## config.mk

```make
export PLATFORM = sky130hd
export DESIGN_NAME = posted_write_responder_flat
export DESIGN_NICKNAME = d
export VERILOG_FILES = /design/src/rtl/posted_write_responder_if.sv /design/src/rtl/posted_write_responder.sv /design/src/flat_wrapper.sv
export SDC_FILE = /design/constraint.sdc
export NUM_CORES = 1
export LEC_CHECK = 0
export ABC_CLOCK_PERIOD_IN_PS = 4550
export CORE_MARGIN = 5
export CORE_UTILIZATION = 55
export CTS_BUF_LIST = sky130_fd_sc_hd__clkbuf_4 sky130_fd_sc_hd__clkbuf_8 sky130_fd_sc_hd__clkbuf_16
export CTS_CLUSTER_SIZE = 16
export DETAILED_ROUTE_END_ITERATION = 10
export HOLD_SLACK_MARGIN = 0.02
export PLACE_DENSITY = 0.89
export SYNTH_ARGS = -nofsm -noshare
export SYNTH_HDL_FRONTEND = slang
export SYNTH_SLANG_ARGS = --single-unit
```

## constraint.sdc

```tcl
create_clock -name clock -period 4.55 [get_ports clock]
set_input_delay 0.91 -clock clock [delete_from_list [all_inputs] [get_ports clock]]
set_output_delay 0.91 -clock clock [all_outputs]
set_load 0.1 [all_outputs]
```

## src/rtl/posted_write_responder_if.sv

```systemverilog
// Store handshake and external SRAM write bus for posted_write_responder.
// master = write stage plus memory device side, slave = the responder.
interface posted_write_responder_if #(
   parameter int ADDR_W = 16
);
   logic              address_enable;
   logic [31:0]       address;
   logic [31:0]       data;
   logic              data_valid;
   logic [ADDR_W-1:0] mem_address;
   logic [31:0]       mem_data;
   logic              mem_write_n;
   logic              mem_ready;

   modport master (
      output address_enable, address, data, mem_ready,
      input  data_valid, mem_address, mem_data, mem_write_n
   );

   modport slave (
      input  address_enable, address, data, mem_ready,
      output data_valid, mem_address, mem_data, mem_write_n
   );
endinterface

```

## src/rtl/posted_write_responder.sv

```systemverilog
// Posted-store FIFO drained to an asynchronous SRAM bus via a setup/strobe/recover FSM.
// Optional macro POSTED_WRITE_MERGE_EN folds a store into the newest queued entry on address match.
module posted_write_responder #(
   parameter int DEPTH       = 4,
   parameter int ADDR_W      = 16,
   parameter int WAIT_STATES = 2
) (
   input  logic                    clock,
   input  logic                    reset_n,
   posted_write_responder_if.slave bus,
   output logic                    drained,
   output logic [$clog2(DEPTH):0]  level
);
   localparam int IDX_W = $clog2(DEPTH);
   localparam int PTR_W = IDX_W + 1;

   typedef enum logic [1:0] {
      ST_IDLE,
      ST_SETUP,
      ST_STROBE,
      ST_RECOVER
   } state_t;

   state_t            state_reg;
   logic [PTR_W-1:0]  wr_ptr_reg;
   logic [PTR_W-1:0]  rd_ptr_reg;
   logic [PTR_W-1:0]  wr_ptr_next;
   logic [PTR_W-1:0]  rd_ptr_next;
   logic [PTR_W-1:0]  newest_ptr;
   logic [3:0]        wait_cnt_reg;
   logic [ADDR_W-1:0] mem_address_reg;
   logic [31:0]       mem_data_reg;
   logic              mem_write_n_reg;

   logic [ADDR_W-1:0] fifo_addr [DEPTH];
   logic [31:0]       fifo_data [DEPTH];

   logic              empty;
   logic              full;
   logic              pop;
   logic              push;
   logic              merge_hit;
   logic              merge_write;
   logic              data_valid;
   logic [IDX_W-1:0]  wr_idx;
   logic [IDX_W-1:0]  load_idx;
   logic [IDX_W-1:0]  newest_idx;
   logic              load_from_incoming;
   logic              load_bypass_data;
   logic [ADDR_W-1:0] store_addr;
   logic [ADDR_W-1:0] load_addr;
   logic [31:0]       load_data;
   logic              unused_addr_bits;

   assign store_addr       = bus.address[ADDR_W-1:0];
   assign unused_addr_bits = ^bus.address[31:ADDR_W];

   assign empty      = (wr_ptr_reg == rd_ptr_reg);
   assign full       = (wr_ptr_reg[IDX_W] != rd_ptr_reg[IDX_W]) &&
                       (wr_ptr_reg[IDX_W-1:0] == rd_ptr_reg[IDX_W-1:0]);
   assign pop        = (state_reg == ST_RECOVER);
   assign newest_ptr = wr_ptr_reg - PTR_W'(1);
   assign newest_idx = newest_ptr[IDX_W-1:0];
   assign level      = wr_ptr_reg - rd_ptr_reg;
   assign drained    = empty && (state_reg == ST_IDLE);

`ifdef POSTED_WRITE_MERGE_EN
   // With a single entry outside IDLE, the newest entry is the one on the bus.
   logic newest_in_flight;
   assign newest_in_flight = (state_reg != ST_IDLE) && (level == PTR_W'(1));
   assign merge_hit = bus.address_enable && !empty && !newest_in_flight &&
                      (fifo_addr[newest_idx] == store_addr);
`else
   assign merge_hit = 1'b0;
`endif

   assign data_valid  = reset_n && bus.address_enable && (!full || pop || merge_hit);
   assign push        = data_valid && !merge_hit;
   assign merge_write = data_valid && merge_hit;

   assign wr_idx      = wr_ptr_reg[IDX_W-1:0];
   assign wr_ptr_next = wr_ptr_reg + PTR_W'(push);
   assign rd_ptr_next = rd_ptr_reg + PTR_W'(pop);

   // Next head may be written on the same edge it is loaded onto the bus.
   assign load_idx           = rd_ptr_next[IDX_W-1:0];
   assign load_from_incoming = push && (wr_ptr_reg == rd_ptr_next);
   assign load_bypass_data   = load_from_incoming || (merge_write && (newest_idx == load_idx));
   assign load_addr          = load_from_incoming ? store_addr : fifo_addr[load_idx];
   assign load_data          = load_bypass_data ? bus.data : fifo_data[load_idx];

   generate
      for (genvar gi = 0; gi < DEPTH; gi++) begin : g_entry
         logic [ADDR_W-1:0] addr_reg;
         logic [31:0]       data_reg;

         always_ff @(posedge clock) begin
            if (push && (wr_idx == IDX_W'(gi))) begin
               addr_reg <= store_addr;
               data_reg <= bus.data;
            end else if (merge_write && (newest_idx == IDX_W'(gi))) begin
               data_reg <= bus.data;
            end
         end

         assign fifo_addr[gi] = addr_reg;
         assign fifo_data[gi] = data_reg;
      end
   endgenerate

   always_ff @(posedge clock or negedge reset_n) begin
      if (!reset_n) begin
         state_reg       <= ST_IDLE;
         wr_ptr_reg      <= '0;
         rd_ptr_reg      <= '0;
         wait_cnt_reg    <= '0;
         mem_address_reg <= '0;
         mem_data_reg    <= '0;
         mem_write_n_reg <= 1'b1;
      end else begin
         wr_ptr_reg <= wr_ptr_next;
         rd_ptr_reg <= rd_ptr_next;
         case (state_reg)
            ST_IDLE: begin
               if (!empty || push) begin
                  state_reg       <= ST_SETUP;
                  mem_address_reg <= load_addr;
                  mem_data_reg    <= load_data;
               end
            end
            ST_SETUP: begin
               state_reg       <= ST_STROBE;
               mem_write_n_reg <= 1'b0;
               wait_cnt_reg    <= 4'(WAIT_STATES);
            end
            ST_STROBE: begin
               if (wait_cnt_reg == 4'd0) begin
                  if (bus.mem_ready) begin
                     state_reg       <= ST_RECOVER;
                     mem_write_n_reg <= 1'b1;
                  end
               end else begin
                  wait_cnt_reg <= wait_cnt_reg - 4'd1;
               end
            end
            ST_RECOVER: begin
               if (wr_ptr_next != rd_ptr_next) begin
                  state_reg       <= ST_SETUP;
                  mem_address_reg <= load_addr;
                  mem_data_reg    <= load_data;
               end else begin
                  state_reg <= ST_IDLE;
               end
            end
            default: state_reg <= ST_IDLE;
         endcase
      end
   end

   assign bus.data_valid  = data_valid;
   assign bus.mem_address = mem_address_reg;
   assign bus.mem_data    = mem_data_reg;
   assign bus.mem_write_n = mem_write_n_reg;
endmodule

```

## src/flat_wrapper.sv

```systemverilog
// flat-port wrapper written by rule: the top's interface ports become plain ports
module posted_write_responder_flat 
#(
   parameter int DEPTH       = 4,
   parameter int ADDR_W      = 16,
   parameter int WAIT_STATES = 2
)
  (clock, reset_n, drained, level, bus_address_enable, bus_address, bus_data, bus_mem_ready, bus_data_valid, bus_mem_address, bus_mem_data, bus_mem_write_n);
  posted_write_responder_if #(.ADDR_W(ADDR_W)) bus_i ();
  input  logic clock;
  input  logic reset_n;
  output logic drained;
  output logic [$clog2(DEPTH):0] level;
  input wire logic [$bits(bus_i.address_enable)-1:0] bus_address_enable;
  input wire logic [$bits(bus_i.address)-1:0] bus_address;
  input wire logic [$bits(bus_i.data)-1:0] bus_data;
  input wire logic [$bits(bus_i.mem_ready)-1:0] bus_mem_ready;
  output wire logic [$bits(bus_i.data_valid)-1:0] bus_data_valid;
  output wire logic [$bits(bus_i.mem_address)-1:0] bus_mem_address;
  output wire logic [$bits(bus_i.mem_data)-1:0] bus_mem_data;
  output wire logic [$bits(bus_i.mem_write_n)-1:0] bus_mem_write_n;
  assign bus_i.address_enable = bus_address_enable;
  assign bus_i.address = bus_address;
  assign bus_i.data = bus_data;
  assign bus_i.mem_ready = bus_mem_ready;
  assign bus_data_valid = bus_i.data_valid;
  assign bus_mem_address = bus_i.mem_address;
  assign bus_mem_data = bus_i.mem_data;
  assign bus_mem_write_n = bus_i.mem_write_n;
  posted_write_responder #(.DEPTH(DEPTH), .ADDR_W(ADDR_W), .WAIT_STATES(WAIT_STATES)) u_core (.clock(clock), .reset_n(reset_n), .bus(bus_i), .drained(drained), .level(level));
endmodule
```

# Yosys cells after proc, flatten, opt, wreduce, memory -nomap -nowiden
# Cells that the tools add are included.
# word_totals
elab_cells	83
output_inout_bits	54
inputBits	68
register_bits	253
# op_classes
n_lt_le_gt_ge	1
addsub	4
n_eq_ne	16
n_bitwise	1
muxes	24
reduce_logical	22
# op_table
op	n
$mux W32	5
$mux W16	5
$bmux W32 S2	1
$pmux W32 S2	1
$bmux W16 S2	1
$pmux W16 S2	1
$logic_and A1 B1 Y1	9
$reduce_and A3 Y1	3
$eq A2 B2 Y1 const B	4
$ne A2 B2 Y1 const B	4
$pmux W2 S4	1
$pmux W4 S2	1
$add A3 B1 Y3	2
$eq A3 B3 Y1	2
$mux W2	3
$eq A2 B1 Y1 const B	2
$logic_not A2 Y1	2
$logic_not A4 Y1	1
$mux W4	1
$reduce_bool A2 Y1	2
$sub A4 B1 Y4 const B	1
$ge A3 B3 Y1 const B	1
$mux W1	3
$ne A3 B3 Y1	1
9 further kinds	11

# Logic depth before layout (Yosys ltp)
# Gate-level depths: netlist of run 1.
# logic_depth
ltp_word	9
ltp_mapped	13
depth_no_buf	12

# Worst setup path after synthesis of run 1
# OpenSTA, ideal clock, no wires.
# synth_path
path_kind	input port to flip-flop
start	in reset_n
end	reg u_core.g_entry[1].addr_reg[0], enable pin
setup_time_ns	0.454
path_buffers	0
path_slack_ns	-0.766
arrival_ns	4.862
required_time_ns	4.096
cell_stages	4
path_cell_list	nand2_1 -> a21oi_1 -> nand2_1 -> nor2_1
# synth_between
elab_chain_cells	3
# synth_lines
element	line	rtl
start, declared	flat_wrapper.sv:11	input logic reset_n;
$logic_and A1 B1 Y1 (2 in a row)	posted_write_responder.sv:77	assign data_valid = reset_n && bus.address_enable && (!full || pop || merge_hit);
net bus_data_valid	flat_wrapper.sv:18	output wire logic [$bits(bus_i.data_valid)-1:0] bus_data_valid;
$logic_and A1 B1 Y1	posted_write_responder.sv:98	if (push && (wr_idx == IDX_W'(gi))) begin
end signal, assigned	posted_write_responder.sv:99	addr_reg <= store_addr;
end, declared	posted_write_responder.sv:94	logic [ADDR_W-1:0] addr_reg;
# The timed path passes the listed nets, and every way through them passes these cells.
# A chain may end at the register's enable or synchronous reset.

# Worst setup path after layout of run 1
# layout_path
start	reg u_core.wr_ptr_reg[0]
end	out level[1]
# layout_between
elab_chain_cells	1
# layout_lines
element	line	rtl
start, declared	posted_write_responder.sv:25	logic [PTR_W-1:0] wr_ptr_reg;
start signal, assigned	posted_write_responder.sv:121	wr_ptr_reg <= wr_ptr_next;
$sub A3 B3 Y3	posted_write_responder.sv:64	assign level = wr_ptr_reg - rd_ptr_reg;
end, declared	flat_wrapper.sv:13	output logic [$clog2(DEPTH):0] level;
# Every way passes these cells.

==> results of run 1 <==
[cells in the final DEF (no fill, tap or decap), types with 3 or more instances in the layout]
cell	Yosys	final
edfxtp_1	192	192
dfrtp_1	60	60
a21oi_1	52	51
inv_1	11	11
clkbuf_4	0	11
mux4_2	48	48
clkbuf_16	0	25
clkbuf_8	0	4
mux2i_1	48	48
nor3b_1	3	3
nand2_1	6	6
nor2_1	59	57
ha_1	11	9
o21ai_0	6	6
buf_4	7	13
clkdlybuf4s50_1	0	102
xor2_1	8	8
[metrics by stage]
step | cells | util
floorplan | 554 | -
global placement | 873 | 0.633
detailed placement | 873 | 0.633
CTS | 916 | 0.677
global route | 916 | 0.677
finish | 916 | 0.677
[worst paths after layout]
check	from	end	slack (ps)	cells after the start
worst max-delay path	u_core.wr_ptr_reg[0]	level[1]	750	5
worst min-delay path	reset_n	u_core.bus.mem_data[17]	440	2
worst max register to register	u_core.wr_ptr_reg[0]	u_core.bus.mem_data[19]	1190	13
worst min register to register	u_core.wr_ptr_reg[2]	u_core.wr_ptr_reg[2]	520	1
max in group asynchronous	reset_n	u_core.wait_cnt_reg[2]	3150	3
min in group clock	u_core.wr_ptr_reg[2]	u_core.wr_ptr_reg[2]	520	1
[metal layers]
layer | share of wire | global-route usage | vias to the layer above
met4 | 0.022 | 0.0535 | 0
met1 | 0.41 | 0.267 | 2710
met3 | 0.065 | 0.0388 | 38
li1 | - | - | 2370
met5 | 0 | 0 | -
met2 | 0.50 | 0.318 | 182
[final cells by class]
cell class | instances | area, um^2 | share of cell area
clock buffers | 40 | 763 | 0.0630
repair buffers | 118 | 1160 | 0.0961
flip-flops and latches | 253 | 7290 | 0.602
inverters | 11 | 41.3 | 0.00341
well taps | 229 | 287 | 0.0237
multi-input cells | 262 | 2550 | 0.211
clock inverters | 3 | 13.8 | 0.00114
[kinds of logic after synthesis]
logic type,after synthesis,synth area share
xor+xnor,10,0.00953
compound gates,66,0.0355
fa+ha+maj,12,0.0158
flops,253,0.731
buf+inv,39,0.0192
simple gates,78,0.0327
mux,96,0.156
==> metrics.md, run 1 <==
| Metric | Value |
|---|---|
| Status | completed |
| Maxcap violations | 0 |
| RSZ-0062 raised after global routing | false |
| CTS clk-pin slew, worst paths | 60 ps |
| Die width | 145 um |
| Layout filler cell count | 1,155 |
| Initial core utilization | 0.557 |
| GPL Wtd Cong | 0.780 |
| Synthesis-to-layout area growth | 21.4% |
| Setup Total Neg Slack | 0 ps |
| Final min period | 3800 ps |
| Maximum buffer depth of the clock tree | 3 |
| Synth cell types | 33 |
| H-tree levels | 1 |
| TritonCTS buffer count | 24 |
| Synth Flop Type | edfxtp_1 |
| Achievable Freq | 0.263 GHz |
| Clock latency on the worst-skew pair | 510 ps |
| Post-synthesis sequential area ratio | 0.731 |
| Crit end category | output port |
| Net Count, Synth | 634 |
| Drt pass-1 iters | 5 |
| Initial antenna violation count | 0 |
| Antenna-violating nets left | 0 |
| Warnings from Yosys | 0 |
| Cell with the most instances after synthesis | edfxtp_1 |
| Hold Path Class | primary input to asynchronous set/reset pin |
| IO buf count | 105 |
| First-pass GRT wire length | 31,100 um |
| Gr usage total | 0.193 |
| DP Area | 0.0113 mm^2 |
| Largest net degree at the start of global routing | 69 |
| Residual DRC | 0 |
| Clock Skew | 14.0 ps |
| Synthesized cell area | 0.00998 mm^2 |
| Worst path buffer plus inverter count | 3 |
| Hold-fix buffers, CTS | 0 |
| Cell taking the most area after synthesis | edfxtp_1 |
| DRT Wirelength | 19,300 um |
| Synthesized instance count | 554 |
| Die Height | 145 um |
| Fin Hold WS | 441 ps |
| Most used cell, CP | inv_1 |
| Crit-path leading delay family | buffers and inverters |
| Yosys reg bits | 253 |
| Row count | 49 |
| Crit Path Class | flip-flop to output port |
| Final setup violating endpoints | 0 |
| Final Cell Area | 0.0121 mm^2 |
| Core footprint | 0.0179 mm^2 |
| Post-synth EDFFs | 192 |
| Final WS setup | 750 ps |
| Number of diodes | 0 |
| Critical-path cell list | inv_1, ha_1, fa_1, inv_1, clkdlybuf4s50_1 |
| Largest cells by area after synthesis | edfxtp_1, dfrtp_1, mux4_2 |
| Final period util | 0.835 |
| Post-synth ARST share | 0.241 |
| Startpoint Class | flip-flop |
| TritonCTS clock tree | built |
| Crit path largest cell delay | 1120 ps |
| Cts repair resizes | 0 |
| Dpl hpwl | 11,900 um |
| Die Area | 0.0209 mm^2 |
| DRT iter0 DRCs | 349 |
| CTS root buf | clkbuf_16 |
| Slew @ Worst Pin | 1010 ps |
| Vias per std cell | 5.79 |
| Post-CTS Setup Inserts | 0 |
| Arrival time worst endpoint | 2890 ps |
| DR vias | 5,300 |
| CP max-delay cell | clkdlybuf4s50_1 |
| Post-Syn Area per Cell | 18.0 um^2 |
| Number of global-route vias before repair | 5,788 |
| Share of cells above drive strength 1 | 0.170 |
| Synth top cells by count | edfxtp_1, dfrtp_1, nor2_1 |
| Place WS | 831 ps |
| Max FFs per register | 128 |
| Post-synth top area share | 0.578 |
| Sink Count | 253 |
| Final layout net count | 750 |
| Required time of the worst setup path | 3640 ps |
| GRT overflow | 0 |
| Crit-path max FO | 4 |
| IO Count | 122 |
| Final Hold Violating Endpoints | 0 |
| Slew margin rel. | 0.323 |
| Drt wl/cell | 21.0 um |
| Pins Over Slew Limit | 0 |
Power of run 1 is not shown: default switching activity piles up to over one toggle a cycle in this logic, so the estimate is an artifact.
==> inputs of run 2 (changes only) <==
--- a/config.mk
+++ b/config.mk
@@ -5,14 +5,14 @@
 export SDC_FILE = /design/constraint.sdc
 export NUM_CORES = 1
 export LEC_CHECK = 0
-export ABC_CLOCK_PERIOD_IN_PS = 4550
+export ABC_CLOCK_PERIOD_IN_PS = 3250
 export CORE_MARGIN = 5
-export CORE_UTILIZATION = 55
+export CORE_UTILIZATION = 50
 export CTS_BUF_LIST = sky130_fd_sc_hd__clkbuf_4 sky130_fd_sc_hd__clkbuf_8 sky130_fd_sc_hd__clkbuf_16
 export CTS_CLUSTER_SIZE = 16
 export DETAILED_ROUTE_END_ITERATION = 10
 export HOLD_SLACK_MARGIN = 0.02
-export PLACE_DENSITY = 0.89
+export PLACE_DENSITY = 0.86
 export SYNTH_ARGS = -nofsm -noshare
 export SYNTH_HDL_FRONTEND = slang
 export SYNTH_SLANG_ARGS = --single-unit
==> constraint.sdc (replaced) <==
create_clock -name clock -period 3.25 [get_ports clock]
set_input_delay 0.65 -clock clock [delete_from_list [all_inputs] [get_ports clock]]
set_output_delay 0.65 -clock clock [all_outputs]
set_load 0.1 [all_outputs]
==> run 2 against run 1 <==
Core utilization decreased by 4.9 points. Final cell count rose by 5.0%. First-iteration DRC count rose by 6.9%. Die area is 9.3% higher. Flip-flop and latch count is the same. Register-to-register slack worse by 1000 ps. Clock skew down 3.3 ps. Wire length grew 3.9%.
==> metrics.md, run 2 (synthesis results as in run 1) <==
| Metric | Value |
|---|---|
| CP max-delay cell | dfrtp_1 |
| Arrival time worst endpoint | 3480 ps |
| Vias per std cell | 5.52 |
| Crit end category | flip-flop |
| Clock latency on the worst-skew pair | 510 ps |
| Drt wl/cell | 20.8 um |
| H-tree levels | 1 |
| DRT Wirelength | 20,000 um |
| Clock Skew | 10.7 ps |
| Crit path largest cell delay | 410 ps |
| Pins Over Slew Limit | 0 |
| Top sig layer | met4 |
| Share of cells above drive strength 1 | 0.255 |
| GPL Wtd Cong | 0.758 |
| Final period util | 0.951 |
| Die Height | 151 um |
| Critical-path cell list | inv_1, ha_1, nand2_1, nor2_1, a21oi_4, ha_1, ha_1, xor2_1, nor3b_1, a211oi_4, buf_4, buf_12, nor2_1, a21oi_1 |
| Crit-path max FO | 30 |
| Most common cell after layout, fill and taps aside | edfxtp_1 |
| IO buf count | 105 |
| Non-Filler Instances | 962 |
| Final WS setup | 161 ps |
| RSZ-0062 raised after global routing | false |
| Status | completed |
| Final setup violating endpoints | 0 |
| Residual DRC | 0 |
| CTS root buf | clkbuf_16 |
| Met3 WL | 1260 um |
| Max FFs per register | 128 |
| Slew @ Worst Pin | 867 ps |
| Number of global-route vias before repair | 5,764 |
| TritonCTS clock tree | built |
| Crit Path Class | flip-flop to flip-flop |
| Largest net degree at the start of global routing | 62 |
| Number of diodes | 0 |
| Place WS | 82.9 ps |
| Required time of the worst setup path | 3640 ps |
| Synthesis-to-layout area growth | 22.8% |
| Final Hold Violating Endpoints | 0 |
| TritonCTS buffer count | 25 |
| Initial antenna violation count | 0 |
| Gr usage total | 0.178 |
| Dpl hpwl | 12,200 um |
| Final layout net count | 759 |
| Cell Count Post-Placement | 914 |
| Die width | 151 um |
| Most used cell, CP | ha_1 |
| DRT iter0 DRCs | 373 |
| Row count | 51 |
| Die Area | 0.0229 mm^2 |
| IO Count | 122 |
| Achievable Freq | 0.324 GHz |
| Maxcap violations | 0 |
| Met1 WL | 7940 um |
| Drt pass-1 iters | 5 |
| Hold Path Class | primary input to asynchronous set/reset pin |
| First-pass GRT wire length | 31,600 um |
| FF-to-FF path depth | 14 |
| GRT overflow | 0 |
| Commonest cells after routing, fill and taps aside | edfxtp_1, buf_4, dfrtp_1 |
| Reg2reg start | u_core.wr_ptr_reg[0] |
| Final min period | 3090 ps |
| RR Endpoint | u_core.bus.mem_data[21] |
| Worst R2R Setup Slack | 160 ps |
| CTS clk-pin slew, worst paths | 60 ps |
| DR vias | 5,314 |
| Sink Count | 253 |
| Maximum buffer depth of the clock tree | 3 |
| Slew margin rel. | 0.422 |
| Util after Layout | 0.628 |
| Startpoint Class | flip-flop |
| Hold-fix buffers, CTS | 0 |
| Initial core utilization | 0.511 |
| Setup Total Neg Slack | 0 ps |
| Core footprint | 0.0195 mm^2 |
| Antenna-violating nets left | 0 |
| Layout filler cell count | 1,377 |
| Met2 Routed Length | 10,500 um |
run 2: timing repair:
action / in CTS / in global routing
endpoints found under the setup margin: 0 / 24
resized for setup: 0 / 0
setup buffers: 0 / 2
run 2: worst max-delay path, delay by kind of cell, from the launching register on:
kind | cells | cell delay [ps]
xor+xnor | 1 | 170
fa+ha+maj | 3 | 890
compound gates | 3 | 260
simple gates | 4 | 770
flops | 1 | 410
buf+inv | 3 | 440
run 2: final cells by class:
class                           count  area (um^2)  share of cell area
Tap cell                          265          332              0.0270
Clock buffer                       28          661              0.0539
Inverter                           11         41.3             0.00337
Clock inverter                     17          214              0.0175
Timing Repair Buffer              126         1160              0.0947
Multi-Input combinational cell    262         2560               0.209
Sequential cell                   253         7290               0.595
run 2: stage by stage:
stage / cell area, um^2 / hold slack [ps]
final: 12300 / 404
after floorplan: 10000 / 354
after global routing: 12300 / 465
after CTS: 12200 / 422
after global placement: 11300 / 507
after detailed placement: 11300 / 515
run 2: how the worst max path moves through the flow:
| stage | from | to | slack, ps | cells after the start |
|---|---|---|---|---|
| CTS | u_core.wr_ptr_reg[0] | u_core.bus.mem_data[21] | 140 | 13 |
| global placement | bus_address_enable | u_core.bus.mem_data[25] | 220 | 11 |
| detailed placement | bus_address_enable | u_core.bus.mem_data[24] | 80 | 11 |
| global route | u_core.wr_ptr_reg[0] | u_core.bus.mem_data[21] | 10 | 14 |
| finish | u_core.wr_ptr_reg[0] | u_core.bus.mem_data[21] | 160 | 14 |
| floorplan | u_core.wr_ptr_reg[0] | u_core.g_entry[2].addr_reg[0] | 20 | 6 |
run 2: per-layer routing:
metal	vias to the layer above	track usage
li1	2383	-
met1	2731	0.229
met2	167	0.314
met3	33	0.0353
met4	0	0.0399
met5	-	0
Power of run 2 is left out for the same reason.
